## config.mk

```make
export PLATFORM = sky130hd
export DESIGN_NAME = sha3_fsm1_loader
export DESIGN_NICKNAME = d
export VERILOG_FILES = /design/src/rtl/sha3_fsm1_loader.sv
export SDC_FILE = /design/constraint.sdc
export NUM_CORES = 1
export LEC_CHECK = 0
export ABC_CLOCK_PERIOD_IN_PS = 3000
export CORE_UTILIZATION = 40
export CTS_CLUSTER_DIAMETER = 150
export DETAILED_ROUTE_END_ITERATION = 10
export PLACE_DENSITY = 0.83
export REMOVE_ABC_BUFFERS = 1
export SYNTH_ARGS = -nofsm -noshare
export SYNTH_HDL_FRONTEND = slang
export SYNTH_SLANG_ARGS = --single-unit
export TNS_END_PERCENT = 10
```

## constraint.sdc

```tcl
create_clock -name clk -period 3 [get_ports clk]
set_input_delay 0.6 -clock clk [delete_from_list [all_inputs] [get_ports clk]]
set_output_delay 0.6 -clock clk [all_outputs]
set_load 0.01 [all_outputs]
```

## src/rtl/sha3_fsm1_loader.sv

```systemverilog
`default_nettype none
// ============================================================================
//  Module      : sha3_fsm1_loader
//  Description : SHA3 input controller. Reads header and message words,
//                appends pad10*1 (0x06 ... 0x80) and sequences permutations.
//  Revision    : 1.0 - initial release
// ============================================================================
module sha3_fsm1_loader #(
    parameter int w          = 64,
    parameter int RATE_WORDS = 17,
    parameter int LEN_W      = 32
) (
    input  logic         clk,
    input  logic         rst,
    input  logic         src_ready,
    output logic         src_read,
    input  logic [w-1:0] din,
    output logic [w-1:0] dout,
    output logic         ein,
    output logic         perm_start,
    input  logic         perm_done,
    output logic         last_block,
    output logic         output_write,
    input  logic         output_write_clr,
    input  logic         output_busy_clr
);
    localparam int               CNT_W       = (RATE_WORDS > 1) ? $clog2(RATE_WORDS) : 1;
    localparam logic [CNT_W-1:0] C_CNT_LAST  = CNT_W'(RATE_WORDS - 1);
    localparam logic [7:0]       C_PAD_FIRST = 8'h06;

    typedef enum logic [2:0] {
        S_HDR   = 3'd0,
        S_LOAD  = 3'd1,
        S_PAD   = 3'd2,
        S_PERM  = 3'd3,
        S_FLUSH = 3'd4
    } state_t;

    state_t             state_q, state_d;
    logic [LEN_W-1:0]   rem_q, rem_d;
    logic [CNT_W-1:0]   cnt_q, cnt_d;
    logic               pad_first_q, pad_first_d;
    logic               last_q, last_d;
    logic               obusy_q, obusy_d;

    logic               w_src_avail;
    logic               w_cnt_wrap;
    logic [CNT_W-1:0]   w_cnt_next;
    logic [w-1:0]       w_pad_word;
    logic               w_src_read;

    assign w_src_avail = ~src_ready;
    assign w_cnt_wrap  = (cnt_q == C_CNT_LAST);
    assign w_cnt_next  = w_cnt_wrap ? '0 : cnt_q + CNT_W'(1);

    always_comb begin
        w_pad_word = '0;
        if (pad_first_q) w_pad_word[7:0] = C_PAD_FIRST;
        if (w_cnt_wrap)  w_pad_word[w-1] = 1'b1;
    end

    always_comb begin
        state_d      = state_q;
        rem_d        = rem_q;
        cnt_d        = cnt_q;
        pad_first_d  = pad_first_q;
        last_d       = last_q;
        obusy_d      = obusy_q;
        w_src_read   = 1'b0;
        ein          = 1'b0;
        dout         = '0;
        perm_start   = 1'b0;
        last_block   = 1'b0;
        output_write = 1'b0;

        if (output_busy_clr)       obusy_d = 1'b0;
        else if (output_write_clr) obusy_d = 1'b1;

        unique case (state_q)
            S_HDR: begin
                if (w_src_avail) begin
                    w_src_read  = 1'b1;
                    rem_d       = din[LEN_W-1:0];
                    cnt_d       = '0;
                    pad_first_d = 1'b1;
                    state_d     = (din[LEN_W-1:0] != '0) ? S_LOAD : S_PAD;
                end
            end
            S_LOAD: begin
                if (w_src_avail) begin
                    w_src_read = 1'b1;
                    ein        = 1'b1;
                    dout       = din;
                    rem_d      = rem_q - LEN_W'(1);
                    cnt_d      = w_cnt_next;
                    // A block filled by message words always needs a following pad block.
                    if (w_cnt_wrap) begin
                        perm_start = 1'b1;
                        last_d     = 1'b0;
                        state_d    = S_PERM;
                    end else if (rem_q == LEN_W'(1)) begin
                        state_d = S_PAD;
                    end
                end
            end
            S_PAD: begin
                ein         = 1'b1;
                dout        = w_pad_word;
                pad_first_d = 1'b0;
                cnt_d       = w_cnt_next;
                last_block  = 1'b1;
                if (w_cnt_wrap) begin
                    perm_start = 1'b1;
                    last_d     = 1'b1;
                    state_d    = S_PERM;
                end
            end
            S_PERM: begin
                last_block = last_q;
                if (perm_done) begin
                    if (last_q)              state_d = S_FLUSH;
                    else if (rem_q != '0)    state_d = S_LOAD;
                    else                     state_d = S_PAD;
                end
            end
            S_FLUSH: begin
                last_block   = last_q;
                output_write = ~obusy_q;
                if (output_write_clr && ~obusy_q) state_d = S_HDR;
            end
            default: state_d = S_HDR;
        endcase
    end

    // HDR pops combinationally, so hold the pop off while reset is asserted.
    assign src_read = w_src_read & rst;

    always_ff @(posedge clk or negedge rst) begin
        if (!rst) begin
            state_q     <= S_HDR;
            rem_q       <= '0;
            cnt_q       <= '0;
            pad_first_q <= 1'b0;
            last_q      <= 1'b0;
            obusy_q     <= 1'b0;
        end else begin
            state_q     <= state_d;
            rem_q       <= rem_d;
            cnt_q       <= cnt_d;
            pad_first_q <= pad_first_d;
            last_q      <= last_d;
            obusy_q     <= obusy_d;
        end
    end

endmodule
`default_nettype wire

```

==> flow_metrics.env, run 1 <==
export IMPL_status="completed"
export IMPL_cts_inserted_buffers=5
export IMPL_ios=139
export IMPL_hold_path_class="in -> async"
export IMPL_ctsHtreeMaxLevel=2
export IMPL_slew_viol_final=0
export IMPL_drt_wl_total_um=10800
export IMPL_ys_seq_area_share_pct=33.0
export IMPL_timing_rr_start="rem_q[13]"
export IMPL_start_util_pct=41.7
export IMPL_power_leakage_nw=2.03
export IMPL_synth_top_area_share_pct=33.0
export IMPL_cp_end_kind="output pin"
export IMPL_cap_violations=0
export IMPL_portBuffers=138
export IMPL_async_flop_share_pct=100
export IMPL_synth_ff_type="dfrtp_1"
export IMPL_cp_start_kind="input pin"
export IMPL_yosysMostFrequentCell="and3_1"
export IMPL_rsz0062_at_grt="no"
export IMPL_regArea_mm2=0.00108
export IMPL_fin_util_pct=63.8
export IMPL_critPathKind="in -> out"
export IMPL_drt_pass1_iter_count=5
export IMPL_area_delta_synth_final_pct=52.7
export IMPL_postRouteAntennaNets=0
export IMPL_netlist_top_cells_area="dfrtp_1, and3_1, a21oi_1"
export IMPL_layout_drive_gt1_share_pct=7.73
export IMPL_drc_errors=0
export IMPL_multi_input_area_mm2=0.00204
export IMPL_finalSetupViolCount=0
export IMPL_netlist_area_mm2=0.00326
export IMPL_wl_per_cell_um=16.2
export IMPL_min_period_ns=2.95
export IMPL_yosys_area_top_type="dfrtp_1"
export IMPL_switchingPower_mw=1.74
export IMPL_startpoint="src_ready"
export IMPL_fp_row_count=32
export IMPL_grtUsageTotal_pct=25.9
export IMPL_cp_max_fo=4
export IMPL_die_w_um=92.3
export IMPL_die_area_mm2=0.00851
export IMPL_p_clk_share_pct=13.8
export IMPL_syn_area_per_cell_um2=7.49
export IMPL_min_period_over_period_pct=98.3
export IMPL_syn_inst=435
export IMPL_netlist_top_cells_count="and3_1, a21oi_1, dfrtp_1, nand2_1, nor2_1"
export IMPL_vias=3945
export IMPL_ir_drop_v=0.000398
export IMPL_hpwl_um=7860
export IMPL_antenna_found_initial=0
export IMPL_grt_pass1_wl_um=17800
export IMPL_grt_pass1_vias=3712
export IMPL_relSlewSlack_pct=58.3
export IMPL_p_int_mw=2.19
export IMPL_ys_seq_elements=43
export IMPL_clkTransAtPathRegs_ns=0.09
export IMPL_clk_latency_ns=0.30
export IMPL_grt_max_degree=64
export IMPL_placed_cells=663
export IMPL_drt_iter0_drc=281
export IMPL_routed_via_density=5.88
export IMPL_nFillCells=659
export IMPL_clk_path_buf_depth=2
export IMPL_hold_violations=0
export IMPL_core_area_mm2=0.00781
export IMPL_n_antenna_cell=0
export IMPL_clock_sinks=43
export IMPL_cp_arrival_ns=2.35
export IMPL_p_comb_share_pct=56.8
export IMPL_skew_ns=0.00853
export IMPL_ys_warn_count=0
export IMPL_die_height_um=92.3
export IMPL_synth_distinct_cells=46
export IMPL_synth_edff_count=0
export IMPL_required_ns=2.40
export IMPL_cts_root_buf="clkbuf_8"
export IMPL_cts_hold_buffers=0
export IMPL_cts_tree="built"
export IMPL_gp_congestion=0.850
export IMPL_tightestPinTransition_ns=0.619
export IMPL_fin_cells=671
export IMPL_switching_share_pct=44.3
export IMPL_overflow=0
export IMPL_power_density_mw_per_mm2=790
export IMPL_fmax_ghz=0.339
export IMPL_final_nets=643
export IMPL_p_seq_share_pct=29.4
==> per-stage QoR <==
stage / hold WS (ns) / instance area, um2 / power [mW] / worst slack, ns / setup TNS [ns]
5_1_grt: 0.512 / 4980 / 4.24 / 0.00363 / 0
4_1_cts: 0.488 / 4970 / 3.91 / 0.0347 / 0
2_1_floorplan: 0.304 / 3130 / 2.38 / -2.98 / -250.94
6_report: 0.478 / 4980 / 3.93 / 0.0524 / 0
3_5_place_dp: 0.498 / 4840 / 3.35 / -0.0182 / -0.0239
3_3_place_gp: 0.481 / 4840 / 3.25 / 0.0282 / 0
==> path summary, 6_finish.rpt <==
kind                               to  slack, ns  cells after the start
max                           dout[1]       0.05                      5
max in group asynchronous  state_q[1]       2.08                      2
min reg2reg                  cnt_q[3]       0.51                      1
min                         rem_q[24]       0.48                      2
max reg2reg                 rem_q[24]       0.16                      6
min in group clk             cnt_q[3]       0.51                      1
==> power by group through the flow <==
stage | clock network [mW] | registers (mW) | logic, mW
CTS | 0.555 | 1.14 | 2.21
global placement | 0 | 1.13 | 2.13
detailed placement | 0 | 1.15 | 2.20
finish | 0.543 | 1.15 | 2.23
floorplan | 0 | 1.19 | 1.18
global route | 0.569 | 1.19 | 2.47
==> cell type report <==
class                      instances  share of cell area [%]
clock buffer                       6                    1.46
sequential                        43                    21.7
inverter                           9                   0.679
timing repair buffer             160                    31.5
tap                              102                    2.56
multi-input combinational        349                    41.0
clock inverter                     2                    1.21
==> sequential cells by signal (all words and copies together), names as in the netlist <==
| register | flops |
|---|---|
| cnt_q | 5 |
| last_q | 1 |
| obusy_q | 1 |
| pad_first_q | 1 |
| rem_q | 32 |
| state_q | 3 |
==> critical path: stages <==
cell and delay (ns):
clkdlybuf4s50_1 0.47, or3_1 0.45, nor2_4 0.14, a22o_1 0.16, clkdlybuf4s50_1 0.53
==> layout by cell type, fill, tap and decap left out, types with 5 or more instances in the layout <==
master / synthesis / final
a21oi_1: 50 / 50
and3_1: 61 / 61
buf_4: 0 / 20
clkbuf_8: 0 / 5
clkdlybuf4s50_1: 0 / 137
dfrtp_1: 43 / 41
ha_1: 5 / 5
inv_1: 8 / 8
nand2_1: 43 / 43
nand3_1: 5 / 5
nor2_1: 39 / 38
nor3_1: 14 / 13
nor4_1: 16 / 16
o21ai_0: 25 / 25
o22a_1: 8 / 8
o22ai_1: 8 / 8
o32ai_1: 7 / 7
or3_1: 7 / 7
==> layer usage <==
layer	global-route usage, %	wire length, um	up-vias
li1	-	-	1883
met1	35.8	4720	1841
met2	42.3	5130	209
met3	5.14	879	12
met4	4.82	114	0
met5	0	0	-
==> repair_timing <==
| item | CTS | global route |
|---|---|---|
| buffers inserted | 0 | 0 |
| cloned | 0 | 0 |
| pin swaps | 0 | 1 |
| setup endpoints to repair | 2 | 53 |
| gates resized for setup | 1 | 2 |
==> cell families after synthesis <==
family / Yosys count / synth area share (%)
compound gates: 127 / 24.2
fa+ha+maj: 5 / 1.92
buf+inv: 43 / 4.95
flops: 43 / 33.0
mux: 1 / 0.307
simple gates: 216 / 35.6
(Power assumes the default switching activity.)
==> run 2: changes to the inputs <==
Settings changed: TNS_END_PERCENT 10 to 100.
==> results of run 2 <==
Same layout as run 1: the final DEF is identical, and so are final timing and power.
